<file path="src/rtl/freq_meter_pkg.sv">
// rtl/freq_meter_pkg.sv - shared types and constants for the frequency meter
package freq_meter_pkg;
  localparam int FREQ_W    = 17;
  localparam int MAX_COUNT = 9999;

  typedef logic [3:0] bcd_t;

  typedef enum logic [1:0] {
    IDLE  = 2'd0,
    GATE  = 2'd1,
    LATCH = 2'd2
  } state_t;
endpackage

</file>
<file path="src/rtl/freq_meter_bcd_digit_counter.sv">
// rtl/freq_meter_bcd_digit_counter.sv - mod-10 counter stage with clear, increment-in and carry-out
module bcd_digit_counter
  import freq_meter_pkg::*;
(
  input  logic clk,
  input  logic rst_n,
  input  logic i_clear,
  input  logic i_inc,
  output bcd_t o_digit,
  output logic o_carry
);
  bcd_t r_digit;

  assign o_carry = i_inc && (r_digit == 4'd9);
  assign o_digit = r_digit;

  always_ff @(posedge clk) begin
    if (!rst_n || i_clear) begin
      r_digit <= '0;
    end else if (i_inc) begin
      r_digit <= o_carry ? 4'd0 : r_digit + 4'd1;
    end
  end
endmodule

</file>
<file path="src/rtl/freq_meter.sv">
// rtl/freq_meter.sv - gated rising-edge counter reporting binary and BCD frequency
// FREQ_METER_DEGLITCH_EN adds a 3-tap majority filter ahead of edge detection.
module freq_meter
  import freq_meter_pkg::*;
#(
  parameter int GATE_CYCLES = 100_000_000
) (
  input  logic              clk,
  input  logic              rst_n,
  input  logic              enable,
  input  logic              sig_in,
  output logic [FREQ_W-1:0] frequency,
  output bcd_t              digit_one,
  output bcd_t              digit_ten,
  output bcd_t              digit_hundred,
  output bcd_t              digit_thousand,
  output logic              overflow,
  output logic              valid
);
  localparam int GATE_W = (GATE_CYCLES > 1) ? $clog2(GATE_CYCLES) : 1;
  localparam logic [GATE_W-1:0] GATE_LAST = GATE_W'(GATE_CYCLES - 1);

  logic [1:0]        r_sync;
  logic              r_prev;
  logic              w_level;
  logic              w_edge;
  state_t            r_state;
  state_t            w_next;
  logic [GATE_W-1:0] r_gate_cnt;
  logic [FREQ_W-1:0] r_work;
  logic              r_work_ovf;
  logic              w_count_en;
  logic              w_clear;
  logic              w_sat;
  logic              w_ovf_hit;
  logic [4:0]        w_inc;
  bcd_t              w_digit [4];
  logic [FREQ_W-1:0] r_freq;
  bcd_t              r_digit [4];
  logic              r_ovf;
  logic              r_valid;

  always_ff @(posedge clk) begin
    if (!rst_n) r_sync <= '0;
    else        r_sync <= {r_sync[0], sig_in};
  end

`ifdef FREQ_METER_DEGLITCH_EN
  logic [2:0] r_taps;
  always_ff @(posedge clk) begin
    if (!rst_n) r_taps <= '0;
    else        r_taps <= {r_taps[1:0], r_sync[1]};
  end
  assign w_level = (r_taps[0] & r_taps[1]) | (r_taps[0] & r_taps[2]) | (r_taps[1] & r_taps[2]);
`else
  assign w_level = r_sync[1];
`endif

  always_ff @(posedge clk) begin
    if (!rst_n) r_prev <= 1'b0;
    else        r_prev <= w_level;
  end
  assign w_edge = w_level & ~r_prev;

  assign w_sat = (r_work == FREQ_W'(MAX_COUNT));
  // A thousands carry could only mean the count ran past MAX_COUNT.
  assign w_ovf_hit = (r_state == GATE) && w_edge && (w_sat || w_inc[4]);

  always_comb begin
    w_next     = r_state;
    w_count_en = 1'b0;
    w_clear    = 1'b1;
    case (r_state)
      IDLE:  if (enable) w_next = GATE;
      GATE: begin
        w_clear    = 1'b0;
        w_count_en = w_edge && !w_sat;
        if (!enable)                       w_next = IDLE;
        else if (r_gate_cnt == GATE_LAST)  w_next = LATCH;
      end
      LATCH: w_next = enable ? GATE : IDLE;
      default: w_next = IDLE;
    endcase
  end

  always_ff @(posedge clk) begin
    if (!rst_n) r_state <= IDLE;
    else        r_state <= w_next;
  end

  always_ff @(posedge clk) begin
    if (!rst_n || r_state != GATE) r_gate_cnt <= '0;
    else                           r_gate_cnt <= r_gate_cnt + GATE_W'(1);
  end

  always_ff @(posedge clk) begin
    if (!rst_n || w_clear) begin
      r_work     <= '0;
      r_work_ovf <= 1'b0;
    end else begin
      if (w_count_en) r_work     <= r_work + FREQ_W'(1);
      if (w_ovf_hit)  r_work_ovf <= 1'b1;
    end
  end

  assign w_inc[0] = w_count_en;
  for (genvar gi = 0; gi < 4; gi++) begin : g_digit
    bcd_digit_counter u_digit (
      .clk     (clk),
      .rst_n   (rst_n),
      .i_clear (w_clear),
      .i_inc   (w_inc[gi]),
      .o_digit (w_digit[gi]),
      .o_carry (w_inc[gi+1])
    );
  end

  always_ff @(posedge clk) begin
    if (!rst_n) begin
      r_freq  <= '0;
      r_digit <= '{default: '0};
      r_ovf   <= 1'b0;
      r_valid <= 1'b0;
    end else begin
      r_valid <= (r_state == LATCH);
      if (r_state == LATCH) begin
        r_freq  <= r_work;
        r_digit <= w_digit;
        r_ovf   <= r_work_ovf;
      end
    end
  end

  assign frequency      = r_freq;
  assign digit_one      = r_digit[0];
  assign digit_ten      = r_digit[1];
  assign digit_hundred  = r_digit[2];
  assign digit_thousand = r_digit[3];
  assign overflow       = r_ovf;
  assign valid          = r_valid;
endmodule

</file>
<file path="config.mk">
export PLATFORM = sky130hd
export DESIGN_NAME = freq_meter
export DESIGN_NICKNAME = d
export VERILOG_FILES = /design/src/rtl/freq_meter_pkg.sv /design/src/rtl/freq_meter_bcd_digit_counter.sv /design/src/rtl/freq_meter.sv
export SDC_FILE = /design/constraint.sdc
export NUM_CORES = 1
export LEC_CHECK = 0
export ABC_CLOCK_PERIOD_IN_PS = 4550
export CORE_MARGIN = 1.5
export CORE_UTILIZATION = 45
export CTS_CLUSTER_DIAMETER = 40
export DETAILED_ROUTE_END_ITERATION = 8
export HOLD_SLACK_MARGIN = 0.12
export SYNTH_ARGS = -nofsm -noshare
export SYNTH_HDL_FRONTEND = slang
export SYNTH_SLANG_ARGS = --single-unit
</file>
<file path="constraint.sdc">
create_clock -name clk -period 4.55 [get_ports clk]
set_clock_uncertainty 0.15 [all_clocks]
set_input_delay 0.91 -clock clk [delete_from_list [all_inputs] [get_ports clk]]
set_output_delay 0.91 -clock clk [all_outputs]
set_load 0.005 [all_outputs]
</file>
**Yosys cells after proc, flatten, opt, wreduce, memory -nomap -nowiden**

Cells that the tools add are included.

- Word-level logic and storage cells: 61
- Output and inout port bits: 35
- Bits in registers: 101
- Bits of input ports: 4

- Eq/ne operators: 11
- Muxes and demuxes: 11
- Reductions and logical operators: 14
- $add $sub $neg: 6
- Bitwise logic cells: 2

Operators by type and width:

| cell | count |
|---|---|
| $add 27x1->27 const B | 1 |
| $eq 27x27->1 const B | 1 |
| $add 17x1->17 const B | 1 |
| $eq 17x14->1 const B | 1 |
| $add 4x1->4 const B | 4 |
| $eq 4x4->1 const B | 4 |
| $mux 4 | 4 |
| $logic_and 1x1->1 | 7 |
| $mux 2 | 3 |
| $pmux 2 s3 | 1 |
| $logic_or 1x1->1 | 3 |
| $mux 1 | 3 |
| $ne 3x2->1 const B | 1 |
| $eq 2x1->1 const B | 1 |
| $eq 2x2->1 const B | 1 |
| $logic_not 1->1 | 2 |
| $logic_not 2->1 | 1 |
| $ne 2x1->1 const B | 1 |
| $ne 2x2->1 const B | 1 |
| $reduce_and 2->1 | 1 |
| $and 1x1->1 | 1 |
| $not 1->1 | 1 |

**Logic depth before layout (Yosys ltp)**

Gate-level depths: netlist of run 1.

- Depth after elaboration: 10
- Mapped depth: 8
- Depth with buffers taken out: 7

**Hierarchy**

A second synthesis of run 1 with hierarchy kept.

- Cell total of the unflattened synthesis: 521
- Area, all modules: 4468.0 µm²

By module, submodules not included:

| module | seq. area each (µm²) | times used | area each (µm²) | cells an instance |
|---|---|---|---|---|
| freq_meter | 1701.6 | 1 | 3642.2 | 429 |
| bcd_digit_counter | 80.1 | 4 | 206.4 | 23 |

**Least setup slack after synthesis of run 1**

OpenSTA, ideal clock, no wires.

- Path type: register -> register
- Start: register g_digit[0].u_digit.r_digit[0]
- End: register g_digit[3].u_digit.r_digit[2]
- Clock period less this slack: 1.962 ns
- Path slack: 2.588 ns
- Stages on the path, launching flop included: 7
- Buffers on the path: 0
- Arrival time: 1.741 ns
- Cell sequence: dfxtp_1 > ha_1 > nand3b_4 > nor4_4 > o211ai_2 > or4_1 > a21oi_1

- Longest elaborated chain between the ends: 6

RTL lines:

| item | line | source |
|---|---|---|
| from (decl) | freq_meter_bcd_digit_counter.sv:12 | `bcd_t r_digit;` |
| from (signal assigned) | freq_meter_bcd_digit_counter.sv:21 | `r_digit <= o_carry ? 4'd0 : r_digit + 4'd1;` |
| $eq 4x4->1 * | freq_meter_bcd_digit_counter.sv:14 | `assign o_carry = i_inc && (r_digit == 4'd9);` |
| $logic_and 1x1->1 * (3 in a row) | freq_meter_bcd_digit_counter.sv:14 |  |
| $logic_and 1x1->1 | freq_meter_bcd_digit_counter.sv:14 |  |
| $mux 4 | freq_meter_bcd_digit_counter.sv:21 |  |
| to (signal assigned) | freq_meter_bcd_digit_counter.sv:21 |  |
| to (decl) | freq_meter_bcd_digit_counter.sv:12 |  |

Every way passes the cells marked *; elsewhere a longest branch is shown, timed or not.
A chain may end at the register's enable or synchronous reset.

**Worst setup path after layout of run 1**

- Start: input rst_n
- End: register r_work[7]

- Longest elaborated chain between the ends: 2

RTL lines:

| item | line | source |
|---|---|---|
| from (decl) | freq_meter.sv:9 | `input logic rst_n,` |
| $logic_not 1->1 | freq_meter.sv:97 | `if (!rst_n \|\| w_clear) begin` |
| $logic_or 1x1->1 | freq_meter.sv:97 |  |
| to (signal assigned) | freq_meter.sv:101 | `if (w_count_en) r_work <= r_work + FREQ_W'(1);` |
| to (decl) | freq_meter.sv:30 | `logic [FREQ_W-1:0] r_work;` |

Every way passes these cells.

==> results.py, run 1 <==
metrics = {
    "outcome": {
        "outcome": "completed",
    },
    "cts": {
        "clk_pin_slew_ns": 0.09,
        "ctsResizeCount": 0,
        "post-cts-setup-buffers": 0,
        "clk_latency_ns": 0.36,
        "cts_tree": "yes",
        "holdBufCountCts": 0,
        "root_buffer": "clkbuf_8",
        "numCtsBuffers": 9,
        "clockBufferDepth": 2,
        "htreeDepth": 3,
        "cts_num_sinks": 101,
    },
    "worst_setup_path": {
        "worstPathRequired_ns": 4.70,
        "path_class": "in2reg",
        "cp-end-kind": "flip-flop",
        "cpMostUsedCell": "buf_4",
        "worstPathCellList": "clkdlybuf4s50_1 -> buf_4 -> nand3b_1 -> buf_4 -> or4_1 -> nand2_1",
        "crit_fanout": 41,
        "cp_data_arrival_time_ns": 2.69,
        "critPathBufInv": 3,
        "cp_top_family": "buffers and inverters",
        "worst_setup_path_start_kind": "input port",
        "max_stage_delay_ns": 0.53,
        "crit_slowest_cell": "or4_1",
    },
    "synthesis": {
        "synth_top_area_cell": "dfxtp_1",
        "synthMuxAreaShare": 0,
        "synth_seq_area_share": 0.4503,
        "synth_top_family_by_area": "simple AND/OR/NAND/NOR gates",
        "syn_area_um2": 4491,
        "ys_async_sr_fraction": 0,
        "synth_compound_area_frac": 0.1310,
        "synth-adder-area-share": 0.02786,
        "yosys_warnings": 0,
        "synthSimpleGateAreaFrac": 0.2850,
        "synth_area_per_cell_um2": 8.805,
        "ys_top_cells_by_area": "dfxtp_1 (45%), nand2_1 (7.4%), a21boi_0 (5.9%)",
        "synth_seq_cells": 101,
        "synth_enable_flop_cells": 0,
        "synthXorXnorAreaFrac": 0.06436,
        "synth_cell_types": 50,
        "syn_inst": 510,
        "ys.flop_type": "dfxtp_1",
        "synth_top_cell_area_share": 0.4503,
        "synthesis.nets": 524,
    },
    "pwr": {
        "p_leak_nw": 1.671,
        "total_power_mw": 1.511,
        "p_per_area_nw_per_um2": 294.4,
        "ir_drop_uv": 171.4,
    },
    "sta": {
        "maxSlewViolCount": 0,
        "setup_violations": 0,
        "fmax_mhz": 393.2,
        "tightest_slew_ns": 0.6458,
        "rsz0062_at_grt": "false",
        "fin_hold_ws_ns": 0.2932,
        "timing.final.hold_violations": 0,
        "min_period_ns": 2.543,
        "final.setup.tns_ns": 0,
        "relSlewSlack": 0.5695,
        "post-route-period-util": 0.5589,
    },
    "placement": {
        "placed_cells": 658,
        "hpwlAfterDp_mm": 5.841,
        "io_buffers": 38,
        "gp_congestion": 0.8003,
    },
    "die": {
        "die-area_um2": 10590,
        "ioPinCount": 39,
        "placeableCoreArea_um2": 9729,
        "num_rows": 36,
        "initial_core_util": 0.4615,
        "die_y_um": 102.9,
        "die_w_um": 102.9,
    },
    "global_route": {
        "grt_max_degree": 42,
        "grt_pass1_vias": 3186,
        "grt_pass1_wl_mm": 15.04,
        "antenna_found_initial": 0,
        "grt_usage": 0.1794,
        "grt-ovfl-total": 0,
    },
    "finish": {
        "area_growth_pct": 14.27,
        "mostFrequentLayoutCell": "dfxtp_1",
        "fillerInstances": 954,
        "fin_util": 0.5274,
        "drive_gt1_frac": 0.06494,
        "multi_input_area_um2": 2282,
        "fin_cells": 672,
        "num_antenna_cells": 0,
        "seq_area_um2": 2022,
        "num-nets-final": 550,
        "final_cell_mix": "dfxtp_1 (101), nand2_1 (88), nor2_1 (41)",
    },
    "run": {
        "cap_violations": 0,
    },
    "drt": {
        "first_pass_iters": 4,
        "via_count": 3507,
        "vias_per_cell": 5.219,
        "wl_per_cell_um": 12.98,
        "wirelength_mm": 8.720,
        "drtIter0Drc": 122,
        "drc_errors": 0,
        "ant_nets": 0,
    },
    "worst_hold_path": {
        "hp-class": "reg2reg",
    },
}
[per-layer routing]
layer  up-vias  GRT usage  wire length (um)  share of wire
li1       1810          -                 -              -
met1      1649     0.2448              4402           0.50
met5         -          0                 0              0
met2        39     0.2910              4037           0.46
met3         9    0.02441               168          0.019
met4         0    0.06549               112          0.013
[metrics by stage]
step	instance area (um^2)	worst slack [ns]
floorplan	4491	2.588
global placement	4930	1.657
detailed placement	4930	1.624
CTS	5131	1.994
global route	5131	1.899
finish	5131	2.007
[final timing paths]
kind                                                    start                       endpoint  slack, ns  cells after the start
worst max-delay path                                    rst_n                      r_work[7]       2.01                      6
worst min-delay path                                r_sync[0]                      r_sync[1]       0.29                      1
worst min register to register                      r_sync[0]                      r_sync[1]       0.29                      1
worst max register to register  g_digit[1].u_digit.o_digit[0]  g_digit[3].u_digit.o_digit[2]       2.37                      6
[sequential cells by signal, summed over array words and instances, names as in the netlist, 4 cells and up]
name	cells
r_gate_cnt	27
frequency	17
r_work	17
g_digit.u_digit.o_digit	16
digit_hundred	4
digit_one	4
digit_ten	4
digit_thousand	4
[report_power, final]
| group | switching [mW] | internal [mW] | total [mW] |
|---|---|---|---|
| registers | 0.00139 | 0.885 | 0.887 |
| logic | 0.0139 | 0.00905 | 0.0229 |
| clock network | 0.299 | 0.302 | 0.601 |
[area by class of cell]
cell class,instances,share of cell area
clock buffer,9,0.02414
inverter,15,0.01097
multi-input combinational,368,0.4448
tap,133,0.03243
timing repair buffer,41,0.07852
clock inverter,5,0.01512
sequential,101,0.3941
[synth_stat cells, types with 2 or more instances]
cell	count
o41ai_1	4
nand4_1	9
xor2_1	17
o21ai_1	6
inv_1	15
and3_1	8
or4b_1	2
xnor2_1	16
nor2_1	41
o31ai_1	3
clkbuf_1	19
nor4_1	6
nor3_1	8
or3_1	12
a21oi_1	21
buf_6	4
o211ai_1	6
ha_1	10
nand3b_4	2
nand3_1	18
or4_1	8
a21boi_0	35
dfxtp_1	101
and4_1	5
nand2_1	88
o21ai_0	10
nor2b_1	2
and2_1	11
and3b_2	2
[logic make-up after synthesis]
| kind of cell | count (synthesis) |
|---|---|
| DFF | 101 |
| buffers and inverters | 41 |
| AOI/OAI and AO/OA | 88 |
| and+or+nand+nor | 237 |
| adders and majority gates | 10 |
| xor gates and xnor gates | 33 |
No activity file was read; power rests on OpenSTA's default activity.
==> run 2, diff against run 1 <==
Settings changed: ABC_CLOCK_PERIOD_IN_PS 4550 to 2390.
Clock period 4.55 ns to 2.39 ns, I/O delays scaled along.
==> run 2 against run 1 <==
Highest routed layer unchanged. Via count is essentially flat. Final cell count increased by 0.60%. Largest cell class unchanged. First-iteration DRC count shrank 25%.
==> results.py, run 2 (synthesized netlist as in run 1, its figures left out) <==
metrics = {
    "pwr": {
        "p_per_area_nw_per_um2": 579.1,
        "p_leak_nw": 1.704,
        "power_switching_mw": 0.5916,
        "power.internal_mw": 2.417,
        "p_seq_frac": 0.561,
        "ir_drop_uv": 330.3,
        "total_power_mw": 3.008,
        "pwr-share-clk": 0.423,
        "switching_share": 0.1967,
        "pwr-share-comb": 0.016,
    },
    "placement": {
        "placed_cells": 662,
        "hpwlAfterDp_mm": 6.060,
        "gp_congestion": 0.8126,
        "io_buffers": 38,
    },
    "worst_setup_path": {
        "crit_fanout": 10,
        "cp_data_arrival_time_ns": 2.32,
        "cp-end-kind": "flip-flop",
        "path_class": "reg2reg",
        "worst_setup_path_start_kind": "flip-flop",
        "worstPathRequired_ns": 2.54,
    },
    "cts": {
        "post-cts-setup-buffers": 0,
        "cts_tree": "yes",
        "numCtsBuffers": 9,
        "root_buffer": "clkbuf_8",
        "ctsResizeCount": 0,
        "clockBufferDepth": 2,
        "cts_num_sinks": 101,
        "clk_pin_slew_ns": 0.10,
        "htreeDepth": 3,
        "holdBufCountCts": 0,
        "clk_latency_ns": 0.36,
    },
    "finish": {
        "area_growth_pct": 15.69,
        "num-nets-final": 554,
        "mostFrequentLayoutCell": "dfxtp_1",
        "largest_reg_flops": 27,
        "drive_gt1_frac": 0.07182,
        "fin_cells": 676,
        "num_antenna_cells": 0,
        "final_cell_mix": "dfxtp_1 (101), nand2_1 (88), nor2_1 (41)",
        "fin_util": 0.5340,
        "top_register": "r_gate_cnt",
        "fillerInstances": 934,
    },
    "run": {
        "cap_violations": 0,
    },
    "sta": {
        "post-route-period-util": 0.9058,
        "fin_hold_ws_ns": 0.2884,
        "maxSlewViolCount": 0,
        "setup_violations": 0,
        "timing.final.hold_violations": 0,
        "final.setup.tns_ns": 0,
        "rsz0062_at_grt": "false",
        "relSlewSlack": 0.5479,
        "fmax_mhz": 461.9,
        "tightest_slew_ns": 0.6781,
        "min_period_ns": 2.165,
    },
    "drt": {
        "via_count": 3504,
        "first_pass_iters": 4,
        "wirelength_mm": 9.004,
        "ant_nets": 0,
        "wl_per_cell_um": 13.32,
        "drc_errors": 0,
        "vias_per_cell": 5.183,
        "drtIter0Drc": 92,
    },
    "die": {
        "die_w_um": 102.9,
        "ioPinCount": 39,
        "initial_core_util": 0.4615,
        "num_rows": 36,
        "placeableCoreArea_um2": 9729,
        "die_y_um": 102.9,
        "die-area_um2": 10590,
    },
    "global_route": {
        "grt_pass1_vias": 3219,
        "grt_pass1_wl_mm": 15.24,
        "grt_usage": 0.1838,
        "grt-ovfl-total": 0,
        "grt_max_degree": 40,
        "antenna_found_initial": 0,
    },
    "outcome": {
        "outcome": "completed",
    },
    "worst_hold_path": {
        "hp-class": "reg2reg",
    },
}
## run 2: cell count changes in the layout (fill, tap and decap cells not counted), sizes merged
cell,delta
buf,+4
bufinv,+1
clkbuf,+1
clkinv,-2
## run 2: critical path: stages, from the launching register on
cell and delay (ns):
dfxtp_1 0.42, ha_1 0.24, nand3b_4 0.15, nor4_4 0.27, o211ai_2 0.20, or4_1 0.50
a21oi_1 0.16
## run 2: final timing paths
check,startpoint,endpoint,slack (ns),depth (start not counted)
setup / recovery,g_digit[1].u_digit.o_digit[0],g_digit[3].u_digit.o_digit[2],0.23,6
hold reg to reg,r_sync[0],r_sync[1],0.29,1
hold / removal,r_sync[0],r_sync[1],0.29,1
setup reg to reg,g_digit[1].u_digit.o_digit[0],g_digit[3].u_digit.o_digit[2],0.23,6
## run 2: power groups by stage
stage / logic, mW / registers, mW / clock network (mW)
6_report: 0.0469 / 1.69 / 1.27
5_1_grt: 0.0519 / 1.69 / 1.37
4_1_cts: 0.0484 / 1.69 / 1.31
3_5_place_dp: 0.0483 / 1.73 / 0
3_3_place_gp: 0.0479 / 1.73 / 0
2_1_floorplan: 0.0313 / 1.73 / 0
## run 2: cell type report
type | count | area (um^2) | share of cell area
inverter | 15 | 56.30 | 0.01084
clock inverter | 4 | 97.59 | 0.01879
sequential | 101 | 2022 | 0.3892
tap | 133 | 166.4 | 0.03203
multi-input combinational | 368 | 2282 | 0.4393
timing repair buffer | 45 | 432.9 | 0.08333
clock buffer | 10 | 137.6 | 0.02649
## run 2: through the flow
stage	instance area (um^2)	setup WS [ns]
after floorplan	4491	0.4283
after global placement	4960	0.3035
after detailed placement	4960	0.2288
after CTS	5195	0.2071
after global routing	5195	0.05134
final	5195	0.2252
## run 2: routing by layer
| metal | track usage | wire, um | share of wire | up-vias |
|---|---|---|---|---|
| li1 | - | - | - | 1811 |
| met1 | 0.2514 | 4501 | 0.50 | 1647 |
| met3 | 0.03254 | 226 | 0.025 | 10 |
| met2 | 0.2971 | 4159 | 0.46 | 36 |
| met4 | 0.05613 | 117 | 0.013 | 0 |
| met5 | 0 | 0 | 0 | - |
